$ cat src/rtl/serial_xfer_pkg.sv
// rtl/serial_xfer_pkg.sv - shared mode selects and FSM encoding for the serial transfer unit
package serial_xfer_pkg;

  localparam logic [1:0] MODE_HOLD = 2'b00;
  localparam logic [1:0] MODE_SHR  = 2'b01;
  localparam logic [1:0] MODE_SHL  = 2'b10;
  localparam logic [1:0] MODE_LOAD = 2'b11;

  localparam logic [1:0] ST_IDLE  = 2'd0;
  localparam logic [1:0] ST_LOAD  = 2'd1;
  localparam logic [1:0] ST_SHIFT = 2'd2;
  localparam logic [1:0] ST_DONE  = 2'd3;

  function automatic logic [1:0] shift_mode(input logic dir);
    return dir ? MODE_SHL : MODE_SHR;
  endfunction

endpackage

$ cat src/rtl/usr_cell.sv
// rtl/usr_cell.sv - one bit of the universal shift register: 4:1 mode mux feeding a clearable DFF
module usr_cell
  import serial_xfer_pkg::*;
(
  input  logic       clk,
  input  logic       rstn,
  input  logic [1:0] sel_i,
  input  logic       shr_i,
  input  logic       shl_i,
  input  logic       load_i,
  output logic       q_o
);

  logic q_q;
  logic q_d;

  always_comb begin
    q_d = q_q;
    case (sel_i)
      MODE_HOLD: q_d = q_q;
      MODE_SHR:  q_d = shr_i;
      MODE_SHL:  q_d = shl_i;
      MODE_LOAD: q_d = load_i;
      default:   q_d = q_q;
    endcase
  end

  always_ff @(posedge clk or negedge rstn) begin
    if (!rstn) q_q <= 1'b0;
    else       q_q <= q_d;
  end

  assign q_o = q_q;

endmodule

$ cat src/rtl/serial_xfer_ctrl.sv
// rtl/serial_xfer_ctrl.sv - load/shift/done controller over WIDTH usr_cells; SERIAL_XFER_ROTATE_EN adds circular shift via rot
module serial_xfer_ctrl
  import serial_xfer_pkg::*;
#(
  parameter int WIDTH = 4
) (
  input  logic             clk,
  input  logic             rstn,
  input  logic             start,
  input  logic             dir,
  input  logic [WIDTH-1:0] load_data,
  input  logic             ser_in,
`ifdef SERIAL_XFER_ROTATE_EN
  input  logic             rot,
`endif
  output logic [1:0]       sel,
  output logic             busy,
  output logic             ser_valid,
  output logic             ser_out,
  output logic             done,
  output logic [WIDTH-1:0] par_out
);

  localparam int CNT_W = $clog2(WIDTH + 1);

  logic [1:0]       state_q, state_d;
  logic [CNT_W-1:0] cnt_q, cnt_d;
  logic             dir_q, dir_d;
  logic [WIDTH-1:0] par_q;
  logic             fill;

`ifdef SERIAL_XFER_ROTATE_EN
  logic rot_q, rot_d;
`endif

  always_comb begin
    state_d = state_q;
    cnt_d   = cnt_q;
    dir_d   = dir_q;
`ifdef SERIAL_XFER_ROTATE_EN
    rot_d   = rot_q;
`endif
    case (state_q)
      ST_IDLE: begin
        if (start) begin
          dir_d   = dir;
`ifdef SERIAL_XFER_ROTATE_EN
          rot_d   = rot;
`endif
          state_d = ST_LOAD;
        end
      end
      ST_LOAD: begin
        cnt_d   = CNT_W'(WIDTH);
        state_d = ST_SHIFT;
      end
      ST_SHIFT: begin
        cnt_d = cnt_q - 1'b1;
        // the edge that sees a count of one performs the last of WIDTH shifts
        if (cnt_q == CNT_W'(1)) state_d = ST_DONE;
      end
      default: state_d = ST_IDLE;
    endcase
  end

  always_ff @(posedge clk or negedge rstn) begin
    if (!rstn) begin
      state_q <= ST_IDLE;
      cnt_q   <= '0;
      dir_q   <= 1'b0;
`ifdef SERIAL_XFER_ROTATE_EN
      rot_q   <= 1'b0;
`endif
    end else begin
      state_q <= state_d;
      cnt_q   <= cnt_d;
      dir_q   <= dir_d;
`ifdef SERIAL_XFER_ROTATE_EN
      rot_q   <= rot_d;
`endif
    end
  end

  always_comb begin
    sel = MODE_HOLD;
    case (state_q)
      ST_LOAD:  sel = MODE_LOAD;
      ST_SHIFT: sel = shift_mode(dir_q);
      default:  sel = MODE_HOLD;
    endcase
  end

  assign busy      = (state_q != ST_IDLE);
  assign ser_valid = (state_q == ST_SHIFT);
  assign done      = (state_q == ST_DONE);
  assign ser_out   = dir_q ? par_q[WIDTH-1] : par_q[0];
  assign par_out   = par_q;

`ifdef SERIAL_XFER_ROTATE_EN
  assign fill = rot_q ? ser_out : ser_in;
`else
  assign fill = ser_in;
`endif

  for (genvar i = 0; i < WIDTH; i++) begin : g_cell
    logic shr_src;
    logic shl_src;

    if (i == WIDTH - 1) begin : g_shr_edge
      assign shr_src = fill;
    end else begin : g_shr_mid
      assign shr_src = par_q[i+1];
    end

    if (i == 0) begin : g_shl_edge
      assign shl_src = fill;
    end else begin : g_shl_mid
      assign shl_src = par_q[i-1];
    end

    usr_cell u_cell (
      .clk    (clk),
      .rstn   (rstn),
      .sel_i  (sel),
      .shr_i  (shr_src),
      .shl_i  (shl_src),
      .load_i (load_data[i]),
      .q_o    (par_q[i])
    );
  end

endmodule

$ cat config.mk
export PLATFORM = sky130hd
export DESIGN_NAME = serial_xfer_ctrl
export DESIGN_NICKNAME = d
export VERILOG_FILES = /design/src/rtl/serial_xfer_pkg.sv /design/src/rtl/usr_cell.sv /design/src/rtl/serial_xfer_ctrl.sv
export SDC_FILE = /design/constraint.sdc
export NUM_CORES = 1
export LEC_CHECK = 0
export ABC_AREA = 1
export CORE_AREA = 3 3 45 47
export DETAILED_ROUTE_END_ITERATION = 7
export DIE_AREA = 0 0 48 50
export PLACE_DENSITY = 0.72
export SETUP_SLACK_MARGIN = 0.2
export SYNTH_ARGS = -nofsm -noshare
export SYNTH_HDL_FRONTEND = slang
export SYNTH_SLANG_ARGS = --single-unit
$ cat constraint.sdc
create_clock -name clk -period 1.45 [get_ports clk]
set_input_delay 0.29 -clock clk [delete_from_list [all_inputs] [get_ports clk]]
set_output_delay 0.29 -clock clk [all_outputs]
set_load 0.1 [all_outputs]
==> key figures <==
Synth
  • Post-synth net total: 112
  • Synth Cell Area: 706 µm²
  • Seq cells post-synth: 10
  • Synth warn: 0
  • Sequential fraction of the synthesis area: 35.5%
  • Yosys cell types: 16
  • Mapped Avg Cell Area: 7.28 µm²
  • Syn Inst Count: 97
  • Dominant cell type by area after synthesis: dfrtp_1
  • Top post-synthesis cells by area: dfrtp_1, inv_1, nand2_1
  • Yosys top cell area share: 35.5%

Timing
  • Peak Freq: 556 MHz
  • Final Worst Setup Slack: -0.350 ns
  • Slew headroom: 66.2%
  • Tcrit/Tclk final: 124%
  • Max Slew Vio Count: 0
  • Period minus WS final: 1.80 ns
  • Total negative slack: -1.88 ns
  • Clk_skew: 0.00893 ns
  • Hold Vio Cnt, Final: 0
  • Worst-margin pin slew: 0.506 ns
  • RSZ-0062 raised after global routing: true
  • Final setup vio count: 10

Detailed routing
  • Avg WL per Cell: 16.5 µm
  • DR pass1 iterations: 4
  • Antenna viol nets, final: 0
  • Starting DRC count in detailed routing: 26
  • Remaining DRCs: 0
  • Via count: 815
  • Vias/cell: 5.33
  • Routed WL: 2.52 mm

Layout
  • Layout cells sized above 1: 55.1%
  • N_diodes: 0
  • Fin nets: 152
  • Design Area, Final: 0.00139 mm²
  • Area growth syn-to-layout: 97.0%
  • Finished Layout Cells: 153
  • Layout Utilization: 82.3%
  • Fill cell count: 83

Critical path
  • Worst-case reg-to-reg path depth: 10
  • Startpoint Class: flip-flop
  • Critical Path End Type: primary output
  • Critical path peak fanout: 4
  • Crit path kind: flip-flop to primary output
  • Req. time, crit path: 1.16 ns
  • CP arrival: 1.51 ns

Clocking
  • Worst skew pair latency: 0.28 ns
  • CTS sink cnt: 10
  • Hold Buf Count CTS: 0
  • H-tree levels: 1
  • Clock-pin slew of the registers on the worst-case setup and hold paths: 0.08 ns
  • CTS tree: done
  • CTS Buf Count: 3
  • Clock Path Buffers: 2
  • Root Driver: clkbuf_4

GRT
  • First-pass GRT wire length: 3.60 mm
  • Number of global-route vias before repair: 792
  • Largest net degree at the start of global routing: 11
  • Initial antenna violation count: 0
  • GRT Overall Usage: 21.8%
  • Grt total ovfl: 0

Placed design
  • Placed inst area: 0.00114 mm²
  • PortBufs: 18
  • DP HPWL: 1.40 mm
  • Placed Instances: 140
  • Routability congestion estimate: 0.797

Die
  • I/O Pins: 19
  • Core ar.: 0.00169 mm²
  • Row cnt: 15
  • Die H: 50 µm
  • Die width: 48 µm
  • Starting density of the core: 41.8%
  • Total die area: 0.00240 mm²

Worst hold path
  • Worst min path class: input port to async pin

Run
  • Max-Cap Viols: 0

Run status
  • Failing checks: negative setup slack
  • Status: complete, but fails checks
[critical path, stage by stage (launching register included)]
cell	delay, ns
dfrtp_1	0.38
inv_2	0.06
ha_4	0.27
buf_8	0.12
nand2_8	0.05
o21ai_4	0.14
buf_12	0.19
[layout make-up]
type	count	area, µm²	area share, %
multi-input cells	60	509	36.6
repair buffers	41	483	34.7
clock buffers	4	36.3	2.61
inverters	21	85.1	6.12
flip-flops and latches	10	255	18.4
well taps	17	21.3	1.53
[cell usage after synthesis]
master / instances
inv_1: 21
nand2_1: 21
nand3_1: 14
dfrtp_1: 10
a21oi_1: 6
ha_1: 6
buf_4: 5
o21ai_0: 5
nor2_1: 2
clkbuf_2: 1
nand2_2: 1
nand2_4: 1
nor2_4: 1
o211ai_1: 1
o21ai_1: 1
o22ai_1: 1
[metal layers]
metal	wire length [µm]	part of all wire (%)	global-route usage (%)	vias up
met5	0	0	0	-
met4	61	2.4	9.42	0
met3	112	4.4	5.84	9
met2	1230	49	33.9	34
met1	1120	44	27.2	394
li1	-	-	-	378
[worst paths after layout]
kind	endpoint	slack, ns	start
setup reg to reg	g_cell[0].u_cell.q_o	-0.21	state_q[0]
hold reg to reg	cnt_q[0]	0.54	cnt_q[0]
max in group asynchronous	dir_q	0.74	rstn
min in group clk	cnt_q[0]	0.54	cnt_q[0]
hold / removal	cnt_q[2]	0.34	rstn
setup / recovery	sel[0]	-0.35	state_q[0]
[registers in the layout, indices dropped and copies added (netlist names)]
name               flops
g_cell.u_cell.q_o      4
cnt_q                  3
state_q                2
dir_q                  1
[logic make-up after synthesis]
kind of cell | after synthesis | synth area share, %
AOI/OAI and AO/OA | 14 | 10.5
adders and majority gates | 6 | 10.6
DFF | 10 | 35.5
and+or+nand+nor | 40 | 26.2
buffers and inverters | 27 | 17.2
[through the flow]
stage | worst slack (ns) | hold slack, ns
global placement | -0.0409 | 0.517
detailed placement | -0.0657 | 0.521
CTS | -0.304 | 0.355
floorplan | -0.414 | -0.00559
global route | -0.376 | 0.358
finish | -0.350 | 0.337
[what timing repair did]
action | 4_1_cts | 5_1_grt
gates resized for setup | 21 | 17
pin swaps | 8 | 8
buffers inserted | 4 | 5
endpoints found under the hold margin | 0 | 0
endpoints found under the setup margin | 14 | 19
[placed cells by master (no fill, tap or decap), drive strengths merged, types with 3 or more instances in the layout]
cell type,instances
a21oi,6
buf,33
clkbuf,4
clkdlybuf4s50,8
dfrtp,10
ha,6
inv,20
nand2,23
nand3,14
nor2,3
o21ai,6
Power is left out: the tool's default activity adds up to more than one toggle a clock period on the data nets, which glitch-free logic cannot reach.
